File: src/rtl/elevator_request_latch.sv
// Call-button front end for the elevator controller: synchronises and debounces
// four floor buttons, latches presses as pending requests and clears them on service.
module elevator_request_latch #(
  parameter int unsigned DEBOUNCE_CYCLES = 4,
  parameter int unsigned CNT_W = $clog2(DEBOUNCE_CYCLES + 1)
) (
  input  logic       clk,
  input  logic       reset,
  input  logic [3:0] btn,
  input  logic [1:0] floor,
  input  logic       door,
  output logic [3:0] req,
  output logic [3:0] press_pulse,
  output logic [2:0] pending_cnt
);

  localparam int unsigned NUM_FLOORS = 4;
  localparam logic [CNT_W-1:0] CNT_LAST = CNT_W'(DEBOUNCE_CYCLES - 1);

  logic [3:0]       s1;
  logic [3:0]       s2;
  logic [3:0]       db;
  logic [CNT_W-1:0] cnt [NUM_FLOORS];

  logic [3:0]       db_next;
  logic [CNT_W-1:0] cnt_next [NUM_FLOORS];
  logic [3:0]       rise;
  logic [3:0]       svc;
  logic [3:0]       req_next;
  logic [2:0]       pending_next;

  // Debounce, press detect, service clear and request update for every floor.
  always_comb begin
    db_next      = db;
    rise         = '0;
    svc          = '0;
    req_next     = req;
    pending_next = '0;
    for (int i = 0; i < NUM_FLOORS; i++) begin
      cnt_next[i] = '0;
      if (s2[i] != db[i]) begin
        if (cnt[i] == CNT_LAST) begin
          db_next[i] = ~db[i];
          rise[i]    = ~db[i];
        end else begin
          cnt_next[i] = cnt[i] + CNT_W'(1);
        end
      end
      svc[i] = door && (floor == 2'(i));
      // A press arriving while the cab already serves that floor is dropped.
      if (svc[i]) begin
        req_next[i] = 1'b0;
      end else if (rise[i]) begin
        req_next[i] = 1'b1;
      end
      pending_next = pending_next + 3'(req_next[i]);
    end
  end

  always_ff @(posedge clk or posedge reset) begin
    if (reset) begin
      s1          <= '0;
      s2          <= '0;
      db          <= '0;
      req         <= '0;
      press_pulse <= '0;
      pending_cnt <= '0;
      for (int i = 0; i < NUM_FLOORS; i++) begin
        cnt[i] <= '0;
      end
    end else begin
      s1          <= btn;
      s2          <= s1;
      db          <= db_next;
      req         <= req_next;
      press_pulse <= req_next & ~req;
      pending_cnt <= pending_next;
      for (int i = 0; i < NUM_FLOORS; i++) begin
        cnt[i] <= cnt_next[i];
      end
    end
  end

endmodule

File: config.mk
export PLATFORM = sky130hd
export DESIGN_NAME = elevator_request_latch
export DESIGN_NICKNAME = d
export VERILOG_FILES = /design/src/rtl/elevator_request_latch.sv
export SDC_FILE = /design/constraint.sdc
export NUM_CORES = 1
export LEC_CHECK = 0
export CORE_MARGIN = 2
export CORE_UTILIZATION = 54
export CTS_BUF_LIST = sky130_fd_sc_hd__clkbuf_8
export CTS_CLUSTER_SIZE = 30
export DETAILED_ROUTE_END_ITERATION = 8
export HOLD_SLACK_MARGIN = 0.12
export PLACE_DENSITY = 0.8
export SETUP_SLACK_MARGIN = 0.05
export SYNTH_ARGS = -nofsm -noshare
export SYNTH_HDL_FRONTEND = slang
export SYNTH_SLANG_ARGS = --single-unit
File: constraint.sdc
create_clock -name clk -period 2.69 [get_ports clk]
set_input_delay 0.538 -clock clk [delete_from_list [all_inputs] [get_ports clk]]
set_output_delay 0.538 -clock clk [all_outputs]
set_load 0.005 [all_outputs]
# Yosys cells after proc, flatten, opt, wreduce, memory -nomap -nowiden

Index checks and enable logic that the tools add are counted.

Equality and inequality tests: 11
Reductions and logical operators: 9
Bitwise operators: 6
Mux-type cells: 24
$add $sub $neg: 7

Operator list:

| cell                                                                   | number |
|---|---|
| 3-bit 2-to-1 mux                                                       | 8 |
| 1-bit 2-to-1 mux                                                       | 16 |
| 3-bit by 1-bit adder with 3-bit output (second input constant)         | 4 |
| 3-bit by 2-bit equality test with 1-bit output (second input constant) | 4 |
| 2-bit AND reduction                                                    | 4 |
| 4-bit bitwise AND                                                      | 1 |
| 2-bit equality test (second input constant)                            | 2 |
| 1-bit logical AND                                                      | 4 |
| 1-bit inequality test                                                  | 4 |
| 1-bit inverter                                                         | 4 |
| 4-bit inverter                                                         | 1 |
| 2-bit by 1-bit adder with 3-bit output                                 | 1 |
| 3-bit by 1-bit adder with 3-bit output                                 | 1 |
| 1-bit by 1-bit adder with 2-bit output                                 | 1 |
| 2-bit by 1-bit equality test with 1-bit output (second input constant) | 1 |
| 2-bit logical NOT                                                      | 1 |

Register bits after elaboration: 35
Input port bits: 9
Output and inout bits: 11
Word-level logic and storage cells: 70

# Depth between registers and ports, before layout

Word-level depth: 8
Gate-level depth with buffers: 6
Depth with buffers taken out: 6

# Worst setup path before layout

OpenSTA, ideal clock, no wires.

Kind: register to register
Start: register cnt[6] in the netlist's numbering
End: register pending_cnt[1]
Path buffers: 0
Required time: 2.564 ns
Period minus slack after synthesis: 1.977 ns
Stages on the path, launching flop included: 7
Setup time: 0.126 ns
Path slack: 0.713 ns
Arrival time: 1.851 ns
Cells stage by stage: dfrtp_1 -> ha_1 -> and4bb_1 -> o22a_1 -> fa_1 -> ha_1 -> ha_1

Word-level cells in the longest chain between the ends: 8

Ends and longest elaborated chain:

| what                                           | line | text |
|---|---|---|
| start, declared                                | 23   | `logic [CNT_W-1:0] cnt [NUM_FLOORS];` |
| start signal, assigned by index                | 79   | `cnt[i] <= cnt_next[i];` |
| 3-bit by 2-bit equality test with 1-bit output | 42   | `if (cnt[i] == CNT_LAST) begin` |
| 1-bit 2-to-1 mux                               | 42   |  |
| 1-bit 2-to-1 mux                               | 41   | `if (s2[i] != db[i]) begin` |
| 1-bit 2-to-1 mux                               | 53   | `end else if (rise[i]) begin` |
| 1-bit 2-to-1 mux                               | 51   | `if (svc[i]) begin` |
| net req_next[1]                                | 29   | `logic [3:0] req_next;` |
| 1-bit by 1-bit adder with 2-bit output         | 56   | `pending_next = pending_next + 3'(req_next[i]);` |
| 2-bit by 1-bit adder with 3-bit output         | 56   |  |
| 3-bit by 1-bit adder with 3-bit output         | 56   |  |
| net pending_next[1]                            | 30   | `logic [2:0] pending_next;` |
| end signal, assigned                           | 77   | `pending_cnt <= pending_next;` |
| end, declared                                  | 14   | `output logic [2:0] pending_cnt` |

The timed path passes the listed nets, and every way through them passes these cells.
A chain may end at the register's enable or synchronous reset.

# Final worst setup path

Start: input port door
End: register pending_cnt[1]

Word-level cells in the longest chain between the ends: 5
Elaborated cells on any way between the ends: 11
Classes of those cells: 3 x add/sub; 4 x mux; 4 x reduce/logical

Ends and longest elaborated chain:

| what                                   | line | text |
|---|---|---|
| start, declared                        | 11   | `input logic door,` |
| 1-bit logical AND                      | 49   | `svc[i] = door && (floor == 2'(i));` |
| 1-bit 2-to-1 mux                       | 51   |  |
| net req_next[0]                        | 29   |  |
| 1-bit by 1-bit adder with 2-bit output | 56   |  |
| 2-bit by 1-bit adder with 3-bit output | 56   |  |
| 3-bit by 1-bit adder with 3-bit output | 56   |  |
| net pending_next[1]                    | 30   |  |

The timed path passes the listed nets, and every way through them passes these cells.

==> flow_metrics.tcl <==
set metrics [dict create \
    status "finished, final reports clean" \
    wire_per_inst_um 13.4 \
    min_to "s2[0]" \
    drt_wl_total_mm 1.90 \
    crit_top_cell "ha_1" \
    cp_max_fo 4 \
    cap_violations 0 \
    slew_headroom 0.725 \
    reg2regPathDepth 6 \
    layout-drive-gt1-share 0.0965 \
    die_x_um 53.5 \
    setup_viol 0 \
    drc 0 \
    max_freq_mhz 444 \
    htreeDepth 2 \
    nets 129 \
    crit_required_ns 2.85 \
    pwr_density_cell_nw_per_um2 888 \
    cts_made_buffers 5 \
    postCtsSetupRepairBufs 0 \
    grt_pass1_wl_mm 3.42 \
    start_kind "input pin" \
    vias_per_cell 5.19 \
    final_hold_viol_count 0 \
    syn-cell-area_um2 1320 \
    worstSetupStartpoint "door" \
    slowest_delay_ns 0.52 \
    gp_congestion 0.736 \
    ant_nets 0 \
    end_kind "register" \
    cp_slowest_cell "clkdlybuf4s50_1" \
    cts-resized-gates 0 \
    hpwlAfterDp_mm 1.45 \
    root_buffer "clkbuf_8" \
    hold_start "s1[0]" \
    critPathTopFamily "adder cells" \
    grt_max_degree 36 \
    initial_core_util 0.586 \
    clk_pin_slew_ns 0.06 \
    final_common_cell "dfrtp_1" \
    regToRegStartpoint "cnt[6]" \
    worstHoldPathCells 0 \
    synth_nets 102 \
    tritoncts "yes" \
    drt_iter0_drc 5 \
    fin_worst_skew_ns 0.00403 \
    grt_pass1_vias 794 \
    setup.worst_path.class "input pin to register" \
    grt-ovfl-total 0 \
    hold_buffers 0 \
    ys_types 20 \
    rsz0062_at_grt "no" \
    rrSetupSlack_ns 0.59 \
    nFillCells 155 \
    fin_crit_ns 2.25 \
    cp.arrival_ns 2.42 \
    dieHeight_um 53.5 \
    crit_chain "clkdlybuf4s50_1 > nor3b_1 > a21oi_1 > fa_1 > ha_1 > ha_1" \
    rows 17 \
    grt_usage 0.179 \
    ir_drop_v 0.000713 \
    period_share 0.838 \
    clockBufferDepth 2 \
    path_buf_inv 1 \
    ys_seq_area_frac 0.663 \
    io-pin-count 20 \
    area_delta_synth_final_pct 23.8 \
    dr.pass1.iters 4 \
    vias 737 \
    ys_warn_count 0 \
    antenna_cells 0 \
    instances_no_fill 142 \
    mostFrequentLayoutCells "dfrtp_1, clkdlybuf4s50_1, nor3b_1" \
    holdCritPathClass "register to register" \
    dieArea_um2 2860 \
    p_leak_nw 0.786 \
    regArea_um2 876 \
    finalMaxSlewViolations 0 \
    design.core.area_um2 2250 \
    worstMarginPinSlew_ns 0.413 \
    portBuffers 19 \
    setup_tns_ns 0 \
    reg2reg_to "pending_cnt[1]" \
    placed_cells_incl_taps 134 \
    antenna_found_initial 0 \
    synth-seq-cells 35 \
    multi_input_area_um2 430 \
    syn_inst 86 \
    insertion_delay_ns 0.28 \
    clock-sinks 35 \
    syn_area_per_cell_um2 15.4 \
]
-- sequential cells by signal, indices dropped and copies added, names as in the netlist --
signal       flops
s1               4
press_pulse      4
s2               4
req              4
pending_cnt      3
db               4
cnt             12
-- cells in the mapped netlist --
cell	instances	area, µm²
dfrtp_1	35	876
nor3b_1	7	52.6
ha_1	6	75.1
nor3_1	5	25.0
inv_1	4	15.0
mux2_1	4	45.0
xnor2_1	4	35.0
and4bb_1	3	37.5
nand2_1	2	7.51
nor2b_1	2	12.5
nor2b_2	2	17.5
nor2b_4	2	27.5
o211a_1	2	20.0
o22a_1	2	17.5
a21oi_1	1	5.00
and3b_1	1	8.76
fa_1	1	20.0
nand3_1	1	5.00
nand4bb_1	1	11.3
o21a_1	1	7.51
-- per-layer routing --
layer  share of wire  vias to the layer above  GRT usage
li1                -                      353          -
met1            0.43                      364      0.192
met2            0.50                       17      0.300
met3           0.056                        3     0.0734
met4           0.012                        0     0.0897
met5               0                        -          0
-- where the power goes --
group | leakage (nW) | switching, mW | internal (mW)
Clock | 0.0505 | 0.165 | 0.173
Sequential | 0.449 | 0.0729 | 0.654
Combinational | 0.286 | 0.160 | 0.226
Total | 0.786 | 0.398 | 1.05
-- kinds of logic (layout without fill, tap and decap cells) --
family / after synthesis / count (layout) / share of synthesized area
compound gates: 6 / 6 / 0.0379
xor+xnor: 4 / 4 / 0.0265
fa+ha+maj: 7 / 7 / 0.0720
buf+inv: 4 / 32 / 0.0114
flops: 35 / 35 / 0.663
mux: 4 / 4 / 0.0341
simple gates: 26 / 26 / 0.155
-- per-stage QoR --
stage	area, µm²	power, mW	setup WS (ns)	util	hold slack, ns
floorplan	1320	0.958	0.713	-	0.331
global route	1640	1.57	0.340	0.725	0.357
global placement	1550	1.10	0.196	0.689	0.334
CTS	1640	1.48	0.442	0.725	0.355
detailed placement	1550	1.13	0.145	0.689	0.340
finish	1640	1.45	0.436	0.725	0.353
-- cell type report --
class | count | area share
clock buffers | 5 | 0.0421
clock inverters | 3 | 0.00765
inverters | 4 | 0.00918
multi-input cells | 47 | 0.263
flip-flops and latches | 35 | 0.536
well taps | 28 | 0.0214
repair buffers | 20 | 0.121
-- worst max path at each step --
stage	slack [ns]	endpoint	cells after the start
final	0.44	pending_cnt[1]	6
after global placement	0.20	pending_cnt[1]	6
after CTS	0.44	pending_cnt[1]	6
after detailed placement	0.14	pending_cnt[1]	6
after floorplan	0.71	pending_cnt[1]	6
after global routing	0.34	pending_cnt[1]	6
Note: power is estimated with default switching activity, not from simulation.
